**src/rtl/fifo_pkg.sv**
```systemverilog
// Shared defaults for the SRAM-backed FIFO controller.
// Latency: n/a (constants only).
// Backpressure: n/a.
package fifo_pkg;

  localparam int DEFAULT_DATA_WIDTH = 8;
  localparam int DEFAULT_ADDR_WIDTH = 8;
  localparam int DEPTH              = 2 ** DEFAULT_ADDR_WIDTH;

endpackage

```
**src/rtl/fifo_ptr.sv**
```systemverilog
// Wrap pointer: ADDR_WIDTH address bits plus one wrap bit, with increment and clear.
// Latency: ptr updates on the clock edge after inc/clr.
// Backpressure: none; the caller only raises inc for accepted transfers.
//
// Ports: clk, rst (async active-low), clr (sync clear, wins over inc), inc, ptr.
module fifo_ptr
  import fifo_pkg::*;
#(
  parameter int ADDR_WIDTH = DEFAULT_ADDR_WIDTH
) (
  input  logic                clk,
  input  logic                rst,
  input  logic                clr,
  input  logic                inc,
  output logic [ADDR_WIDTH:0] ptr
);

  always_ff @(posedge clk or negedge rst) begin
    if (!rst) begin
      ptr <= '0;
    end else if (clr) begin
      ptr <= '0;
    end else if (inc) begin
      ptr <= ptr + (ADDR_WIDTH+1)'(1);
    end
  end

endmodule

```
**src/rtl/fifo_ctrl.sv**
```systemverilog
// FIFO controller in front of an external dual-address SRAM: pointers, count, flags, SRAM strobes.
// Latency: write captured on the push edge; pop_data valid (pop_valid) 1 cycle after the pop edge.
// Backpressure: push refused while full, pop refused while empty; refusals set sticky error flags.
//
// Ports: clk, rst (async active-low), flush (sync clear), push/push_data, pop,
//        pop_data/pop_valid, full/empty/almost_full/almost_empty, count, overflow/underflow,
//        mem_cs/mem_wr_en/mem_rd_en/mem_waddr/mem_raddr/mem_din to the SRAM, mem_dout from it.
module fifo_ctrl
  import fifo_pkg::*;
#(
  parameter int DATA_WIDTH = DEFAULT_DATA_WIDTH,
  parameter int ADDR_WIDTH = DEFAULT_ADDR_WIDTH,
  parameter int AF_LEVEL   = 252,
  parameter int AE_LEVEL   = 4
) (
  input  logic                  clk,
  input  logic                  rst,
  input  logic                  flush,
  input  logic                  push,
  input  logic [DATA_WIDTH-1:0] push_data,
  input  logic                  pop,
  output logic [DATA_WIDTH-1:0] pop_data,
  output logic                  pop_valid,
  output logic                  full,
  output logic                  empty,
  output logic                  almost_full,
  output logic                  almost_empty,
  output logic [ADDR_WIDTH:0]   count,
  output logic                  overflow,
  output logic                  underflow,
  output logic                  mem_cs,
  output logic                  mem_wr_en,
  output logic                  mem_rd_en,
  output logic [ADDR_WIDTH-1:0] mem_waddr,
  output logic [ADDR_WIDTH-1:0] mem_raddr,
  output logic [DATA_WIDTH-1:0] mem_din,
  input  logic [DATA_WIDTH-1:0] mem_dout
);

  localparam logic [ADDR_WIDTH:0] FULL_CNT = (ADDR_WIDTH+1)'(2 ** ADDR_WIDTH);
  localparam logic [ADDR_WIDTH:0] AF_CNT   = (ADDR_WIDTH+1)'(AF_LEVEL);
  localparam logic [ADDR_WIDTH:0] AE_CNT   = (ADDR_WIDTH+1)'(AE_LEVEL);

  logic                push_ok;
  logic                pop_ok;
  logic [ADDR_WIDTH:0] wptr;
  logic [ADDR_WIDTH:0] rptr;
  logic [ADDR_WIDTH:0] count_nxt;
  logic                unused_wrap_bits;

  // flush owns the cycle: no transfer is accepted while it is high.
  assign push_ok = push & ~full  & ~flush;
  assign pop_ok  = pop  & ~empty & ~flush;

  // SRAM strobes are gated by rst so an asynchronous reset kills any access in flight.
  assign mem_wr_en = push_ok & rst;
  assign mem_rd_en = pop_ok & rst;
  assign mem_cs    = (push_ok | pop_ok) & rst;
  assign mem_din   = rst ? push_data : '0;
  assign mem_waddr = wptr[ADDR_WIDTH-1:0];
  assign mem_raddr = rptr[ADDR_WIDTH-1:0];
  assign pop_data  = mem_dout;

  // Occupancy is tracked by count; the pointer wrap bits are kept only for debug visibility.
  assign unused_wrap_bits = wptr[ADDR_WIDTH] ^ rptr[ADDR_WIDTH];

  fifo_ptr #(.ADDR_WIDTH(ADDR_WIDTH)) u_wptr (
    .clk (clk),
    .rst (rst),
    .clr (flush),
    .inc (push_ok),
    .ptr (wptr)
  );

  fifo_ptr #(.ADDR_WIDTH(ADDR_WIDTH)) u_rptr (
    .clk (clk),
    .rst (rst),
    .clr (flush),
    .inc (pop_ok),
    .ptr (rptr)
  );

  always_comb begin
    count_nxt = count;
    if (flush) begin
      count_nxt = '0;
    end else if (push_ok && !pop_ok) begin
      count_nxt = count + (ADDR_WIDTH+1)'(1);
    end else if (pop_ok && !push_ok) begin
      count_nxt = count - (ADDR_WIDTH+1)'(1);
    end
  end

  // Flags are registered from the next count so they line up with count itself.
  always_ff @(posedge clk or negedge rst) begin
    if (!rst) begin
      count        <= '0;
      empty        <= 1'b1;
      full         <= 1'b0;
      almost_empty <= 1'b1;
      almost_full  <= 1'b0;
      overflow     <= 1'b0;
      underflow    <= 1'b0;
      pop_valid    <= 1'b0;
    end else begin
      count        <= count_nxt;
      empty        <= (count_nxt == '0);
      full         <= (count_nxt == FULL_CNT);
      almost_empty <= (count_nxt <= AE_CNT);
      almost_full  <= (count_nxt >= AF_CNT);
      pop_valid    <= pop_ok;
      if (flush) begin
        overflow  <= 1'b0;
        underflow <= 1'b0;
      end else begin
        if (push && full) begin
          overflow <= 1'b1;
        end
        if (pop && empty) begin
          underflow <= 1'b1;
        end
      end
    end
  end

endmodule

```
**config.mk**
```make
export PLATFORM = sky130hd
export DESIGN_NAME = fifo_ctrl
export DESIGN_NICKNAME = d
export VERILOG_FILES = /design/src/rtl/fifo_pkg.sv /design/src/rtl/fifo_ptr.sv /design/src/rtl/fifo_ctrl.sv
export SDC_FILE = /design/constraint.sdc
export NUM_CORES = 1
export LEC_CHECK = 0
export ABC_AREA = 1
export BUFFER_PORTS_ARGS = -buffer_cell sky130_fd_sc_hd__buf_2
export CORE_ASPECT_RATIO = 0.9
export CORE_UTILIZATION = 30
export CTS_CLUSTER_SIZE = 10
export DETAILED_ROUTE_END_ITERATION = 8
export PLACE_DENSITY = 0.6
export REMOVE_ABC_BUFFERS = 1
export SYNTH_ARGS = -nofsm -noshare
export SYNTH_HDL_FRONTEND = slang
export SYNTH_SLANG_ARGS = --single-unit
```
**constraint.sdc**
```tcl
create_clock -name clk -period 2.4 [get_ports clk]
set_input_delay 0.36 -clock clk [delete_from_list [all_inputs] [get_ports clk]]
set_output_delay 0.36 -clock clk [all_outputs]
set_load 0.05 [all_outputs]
```
==> results of run 1 <==
[final cells by class]
class / instances / area share
clock buffers: 7 / 0.0314
clock inverters: 1 / 0.00206
inverters: 48 / 0.0746
multi-input cells: 178 / 0.393
flip-flops and latches: 32 / 0.330
well taps: 90 / 0.0463
repair buffers: 58 / 0.122
[cells in the mapped netlist (all sizes together)]
cell type  instances  area [um^2]
nor2              31          149
buf               11         83.8
clkinv             2         8.75
nand2             61          236
nand3             36          235
a21oi              9         45.0
nor3               8         45.0
ha                 4         50.1
nand4              5         31.3
and3               1         6.26
xnor2              3         26.3
inv               46          173
dfrtp             30          751
o211ai             1         7.51
clkbuf             3         12.5
nor3b              2         15.0
o22ai              2         12.5
dfstp              2         52.6
xor2               3         26.3
o21ai             12         71.3
[stage by stage]
| step | total power (W) | instances | setup WS [ns] | util |
|---|---|---|---|---|
| final | 0.00187 | 414 | 0.457 | 0.369 |
| after global routing | 0.00200 | 414 | 0.297 | 0.369 |
| after CTS | 0.00190 | 414 | 0.447 | 0.369 |
| after detailed placement | 0.00149 | 406 | 0.414 | 0.357 |
| after global placement | 0.00149 | 406 | 0.493 | 0.357 |
| after floorplan | 0.00129 | 258 | 0.354 | - |
[state kept, by name, indices dropped and copies added (netlist names)]
register,flops
full,1
empty,1
u_wptr.ptr,8
almost_full,1
overflow,1
count,9
pop_valid,1
almost_empty,1
underflow,1
u_rptr.ptr,8
[worst max-delay path, stage by stage, from the launching register on]
cell and delay [ns]:
sky130_fd_sc_hd__dfstp_2 0.57, sky130_fd_sc_hd__inv_2 0.04, sky130_fd_sc_hd__nand2_2 0.14, sky130_fd_sc_hd__nand3_2 0.28, sky130_fd_sc_hd__nand2_1 0.19, sky130_fd_sc_hd__nand2_1 0.08
sky130_fd_sc_hd__inv_2 0.06, sky130_fd_sc_hd__nand3_1 0.06, sky130_fd_sc_hd__nand3_1 0.10, sky130_fd_sc_hd__nand2_1 0.09, sky130_fd_sc_hd__nor2_4 0.13, sky130_fd_sc_hd__inv_2 0.04
sky130_fd_sc_hd__nor2_1 0.10
[report_power, final]
part	total (W)	switching (W)	internal, W	leakage (nW)
Combinational	0.000787	0.000585	0.000202	0.892
Clock	0.000395	0.000192	0.000203	0.0422
Sequential	0.000692	0.0000771	0.000615	0.432
[routing by layer]
metal,global-route usage,vias to the layer above,wire (um)
met5,0,-,0
met4,0.0435,0,44
met3,0.0514,6,319
met2,0.212,61,2130
met1,0.190,835,2360
li1,-,956,-
[placed cells by master (no fill, tap or decap), drive strengths merged]
| cell type | instances |
|---|---|
| nand2 | 61 |
| buf | 58 |
| inv | 46 |
| nand3 | 36 |
| nor2 | 31 |
| dfrtp | 30 |
| o21ai | 12 |
| a21oi | 9 |
| nor3 | 8 |
| clkbuf | 7 |
| nand4 | 5 |
| ha | 4 |
| xor2 | 3 |
| xnor2 | 3 |
| clkinv | 3 |
| nor3b | 2 |
| o22ai | 2 |
| dfstp | 2 |
| o211ai | 1 |
| and3 | 1 |
[worst paths after layout]
check	slack, ns	cells after the start	end
min reg2reg	0.50	1	u_wptr.ptr[6]$_DFFE_PN0P_
max	0.46	12	almost_empty$_DFF_PN1_
max in group asynchronous	1.93	2	empty$_DFF_PN1_
max reg2reg	0.46	12	almost_empty$_DFF_PN1_
min in group clk	0.40	3	underflow$_DFFE_PN0P_
min	0.21	2	count[0]$_DFF_PN0_
[kinds of logic after synthesis]
logic type / after synthesis
simple gates: 144
xor+xnor: 6
fa+ha+maj: 4
flops: 32
compound gates: 24
buf+inv: 62
==> results.md, run 1 <==
- The flow ran to the end, and the final reports show no timing, DRC or antenna violations.
- Setup repair after global routing left no endpoint under its margin.
- The pin count of the biggest net entering global routing is 17.
- After synthesis, the share of cell area in mux cells is 0.
- The compound-gate portion of the synthesized area was 0.0669.
- The CTS tree is done.
- The max-slew headroom at the worst pin is 0.791.
- The tool flagged a number of max-cap violations equal to 0.
- The number of vias per cell after detailed routing is 4.49.
- The cell sitting at the root of the clock tree is a sky130_fd_sc_hd__clkbuf_8.
- The total of hold buffers inserted after clock tree synthesis is 0.
- The number of nets in the finished design is 348.
- In this run the power density over the cells is 770 nW/um^2.
- The xor and xnor fraction of the mapped netlist area is 0.0258.
- The starting utilization of the core area is 0.309.
- During I/O placement, the number of pins put on the boundary was 72.
- Of the total synthesized cell area, the portion taken by AND, OR, NAND and NOR gates is 0.352.
- In this run the cell area measured after placement is between 2000 and 2500 um^2.
- After global routing the overflow that remains totals 0.
- Once detail routing completed, the nets flagged for antenna violations numbered 0.
- The combinational family with the most area after synthesis is simple AND/OR/NAND/NOR gates.
- The Yosys step of the flow raised 0 warnings.
- The maximum net fanout on the critical path is 11.
- The routed wire length is between 4 and 5 mm.
- The clock latency on the worst-skew pair is 0.29 ns.
- The arithmetic-cell share of the synthesized area counting full adders, half adders and majority gates is 0.0246.
- The worst hold path belongs to the class in2async.
- The clock tree synthesis step divided the H-tree into 2 levels.
- The post-synthesis instance area is 2040 um^2.
- Summing all non-filler instances in the final layout gives an area of roughly 2400 um^2.
- In the final timing run, aggregate negative setup slack is 0 ns.
- The data required time at the worst endpoint is approximately 2.6 ns.
- The floorplan has 28 rows.
- The DRC violation count after routing is 0.
- Summing all multi-input logic gate instances after layout gives 957 um^2.
- The number of global-route vias before repair is between 1,500 and 2,000.
- Summing all flip-flop and latch instances after layout gives approximately 800 um^2.
- Synthesis inferred 32 register bits.
- The maximum buffer depth of the clock tree is 2.
- The first-pass iteration count of the detailed router is 4.
- The height of the chip is between 80 and 90 um.
- The final period utilization is 0.809.
- Derived from the worst setup path, the maximum achievable clock frequency is a little over 500 MHz.
- The average detailed-routed wire length per instance is between 10 and 15 um.
- The area of the die is 7130 um^2.
- STA classifies the critical path startpoint as a flip-flop.
- The count of endpoints failing hold in the final timing report came to 0.
- IR analysis of the VDD net gives a maximum drop of about 0.00039 V.
- Setup violations remaining at the end of the flow were counted as 0.
- The placeable core region is 6590 um^2.
- The leakage power total is about 1.4 nW.
- The number of buffers added by the clock tree synthesis step is 5.
- Summed over all nets, the half-perimeter wirelength after detailed placement is 3.84 mm.
- In the final layout, the share of cells above drive strength 1 is 0.293.
- The number of gates resized after CTS is 0.
- The total number of vias is 1,858.
- The global-route total usage across every layer is 0.142.
- The share of the Yosys chip area taken by registers is 0.394.
- Averaged over all synthesized cells, the footprint is roughly 7.5 um^2.
- The horizontal die dimension is roughly 89 um.
- STA classifies the critical path endpoint as a flip-flop.
- The initial DRC count is 104.
- The clock arrives with around 0.0083 ns of skew.
- Relative to the synthesized area, the layout overhead comes to 19.4%.
- The post-route minimum period is 1.94 ns.
- The type of the worst setup path is reg2reg.
- For the pin with the worst max-slew slack, the measured transition is 0.311 ns.
- The worst register-to-register path begins at empty$_DFF_PN1_.
- The register clock-pin slew on the reported worst setup and hold paths is 0.07 ns.
- The max-slew violation count is 0.
- The synthesized netlist cell count is 272.
- The repair_antennas step left the layout with diodes totalling 0.
- The clock net in this run drives a total of 32 sinks.
- The count of buffers added on input and output ports is 55.
- The total of fill cells in the finished design is 728.
- At the worst endpoint, the arrival time is 2.16 ns.
- The global-route wire length before repair is 7.66 mm.
- The number of antenna violations at the first check in global routing is 0.
- On the final layout, the worst hold slack is ~0.21 ns.
- The worst setup path startpoint is empty$_DFF_PN1_.
- Routability-driven placement finished with a final weighted congestion of approximately 0.85.
- The synthesized netlist contains 33 unique library cells.
- The number of buffers inserted by post-CTS setup repair is 0.
(Power assumes the default switching activity.)
==> run 2, diff against run 1 <==
- PLACE_DENSITY: 0.6 -> 0.62
- clock period: 2.4 -> 1.7 ns (I/O delays scaled with it)
==> results.md, run 2 (synthesis gave the netlist of run 1 again) <==
- The flow ran to the end, and the final reports show no timing, DRC or antenna violations.
- The floorplan has 28 rows.
- The maximum net fanout on the critical path is 4.
- The global-route wire length before repair is 8.39 mm.
- The finished cells cover between 2000 and 3000 um^2.
- The die covers between 7000 and 8000 um^2.
- The post-route minimum period is between 1.5 and 2 ns.
- The count of nets left with antenna violations once routing finished came out at 0.
- The max-slew headroom at the worst pin is 0.784.
- The met3 layer wire length in the routed design is 286 um.
- The tree is rooted in a sky130_fd_sc_hd__clkbuf_8.
- The final standard cell utilization of the core is 0.413.
- Entering global routing, the biggest net connects 15 pins.
- The type of the worst setup path is reg2out.
- Setup repair after global routing could not meet its margin everywhere.
- The largest registers in the layout are count (9), u_rptr.ptr (8), u_wptr.ptr (8).
- The HPWL reported at the end of detailed placement is 4.00 mm.
- The register with the most flip-flops in the layout has 9 of them.
- Signal routing reaches up to met4.
- The total grt overflow is 0.
- The pre-antenna-repair detailed-routing pass consisted of 4 iterations.
- The detailed router put a total of 2.45 mm of wire on met1.
- The count of endpoints failing hold in the final timing report is 0.
- The synthesis-to-finish area growth is 33.6%.
- The summed negative setup slack over all endpoints is 0 ns.
- Of the cells placed in the final design, the portion with a size suffix greater than 1 is 0.402.
- Counting both buffers and inverters, the worst setup path holds a total of 3.
- The H-tree was split into 2 levels.
- Counting every sink on the clock net gives 32.
- The endpoint arrival time on the critical path is 1.41 ns.
- The cell area after placement is 2460 um^2.
- Pin placement for this block handled 72 I/O pins.
- The power after layout is 0.00295 W.
- The power density normalized to cell area is 1080 nW/um^2.
- The largest stage delay on the critical path is approximately 0.45 ns.
- Across every metal layer, demand over resource in global routing totals 0.156.
- The number of failing setup endpoints in the final timing report is 0.
- The maximum achievable frequency is between 600 and 700 MHz.
- The total placed cells including tap cells is 421.
- The number of antenna violations at the first check in global routing is 0.
- The worst setup path is captured at an output pin.
- Between clock sinks in the finished design, the worst skew comes to around 0.0097 ns.
- The number of buffers added by the clock tree synthesis step is 5.
- In this run the static leakage power is 1.47 nW.
- Walking the worst path, the cells encountered are inv_2 -> nand3_4 -> buf_4 -> a21oi_2 -> buf_4.
- The register clock-pin slew on the reported worst setup and hold paths is roughly 0.070 ns.
- Ranked by flip-flop count, first place goes to count.
- Port buffering added between 50 and 60 buffers.
- The total number of vias is 1,976.
- In this run, the number of DRC markers left after iteration 0 of detailed routing was 146.
- The worst hold path belongs to the class in2async.
- The number of global-route vias before repair was 1,828.
- The maximum resistive drop on vdd is 0.000660 V.
- The DRC violation count after routing is 0.
- Across the run, the number of max-cap violations was 0.
- TritonCTS built the clock tree.
- After detailed routing, the number of vias per cell comes to 4.56.
- The kind of start point of the critical path is a flip-flop.
- The placeable core region is between 6000 and 7000 um^2.
- The average detailed-routed wire length per instance is between 10 and 15 um.
- The repair_antennas step left the layout with diodes totalling 0.
- The number of nets in the finished design is 367.
- The library cell used most frequently in the layout, excluding fill and tap cells, is sky130_fd_sc_hd__nand2_1.
- The top cell types in the final layout, fill and taps aside, are 55 x sky130_fd_sc_hd__nand2_1, 52 x sky130_fd_sc_hd__buf_2, 35 x sky130_fd_sc_hd__inv_1, 27 x sky130_fd_sc_hd__dfrtp_1, 23 x sky130_fd_sc_hd__nand3_1.
- The cell family with the largest share of critical-path delay is buffers and inverters.
- The final period utilization is 0.977.
- Counting along the longest clock path gives a buffer depth of 2.
- The transition time at the pin with the least slew margin is about 0.32 ns.
- The routability congestion estimate is 0.865.
- The finished layout holds 433 standard cells, fillers aside.
- For this design, the slowest cell found on the critical path is sky130_fd_sc_hd__dfrtp_2.
- The height of the chip is 80.2 um.
- The data required time at the worst endpoint is 1.44 ns.
- The routed design uses 2.48 mm of met2 wire.
- The max-slew violation count is 0.
- The starting utilization of the core area is 0.309.
- Wires add up to ~5.3 mm.
- The die is around 89 um wide.
- The clock latency on the worst-skew pair is about 0.29 ns.
- Among the stages of the critical path, the cell type that occurs most often is sky130_fd_sc_hd__buf_4.
run 2: timing repair:
item | in CTS | in global routing
endpoints found under the hold margin | 3 | 0
setup endpoints to repair | 4 | 8
buffers inserted | 1 | 2
hold buffers | 1 | 0
gates resized for setup | 3 | 32
pin swaps | 0 | 6
run 2: worst paths after layout:
path / start / endpoint / slack, ns / depth (start not counted)
hold reg to reg: u_wptr.ptr[6]$_DFFE_PN0P_ / u_wptr.ptr[6]$_DFFE_PN0P_ / 0.50 / 1
hold / removal: rst / u_wptr.ptr[6]$_DFFE_PN0P_ / 0.07 / 2
min in group clk: flush / u_wptr.ptr[7]$_DFFE_PN0P_ / 0.19 / 2
max in group asynchronous: rst / u_wptr.ptr[0]$_DFFE_PN0P_ / 1.00 / 2
setup reg to reg: empty$_DFF_PN1_ / almost_empty$_DFF_PN1_ / 0.07 / 10
setup / recovery: full$_DFF_PN0_ / mem_cs / 0.04 / 5
run 2: through the flow:
stage	setup slack, ns	hold WS [ns]
6_report	0.0386	0.0682
3_3_place_gp	0.00481	0.158
4_1_cts	0.00667	0.0941
3_5_place_dp	-0.00927	0.162
2_1_floorplan	-0.250	-0.0406
5_1_grt	-0.0815	0.112
run 2: metal layers:
layer / vias to the layer above / global-route usage
met1: 923 / 0.195
met3: 4 / 0.0493
li1: 992 / -
met2: 57 / 0.252
met4: 0 / 0.0500
met5: - / 0
run 2: layout make-up:
type	instances	area [um^2]
fill	702	3860
multi-input combinational	178	1060
sequential	32	807
timing repair buffer	77	458
inverter	48	181
tap	90	113
clock buffer	8	100
run 2: power by group:
| part | total [W] | switching (W) | internal, W |
|---|---|---|---|
| Sequential | 0.000978 | 0.000108 | 0.000870 |
| Combinational | 0.00130 | 0.000898 | 0.000402 |
| Clock | 0.000670 | 0.000300 | 0.000370 |
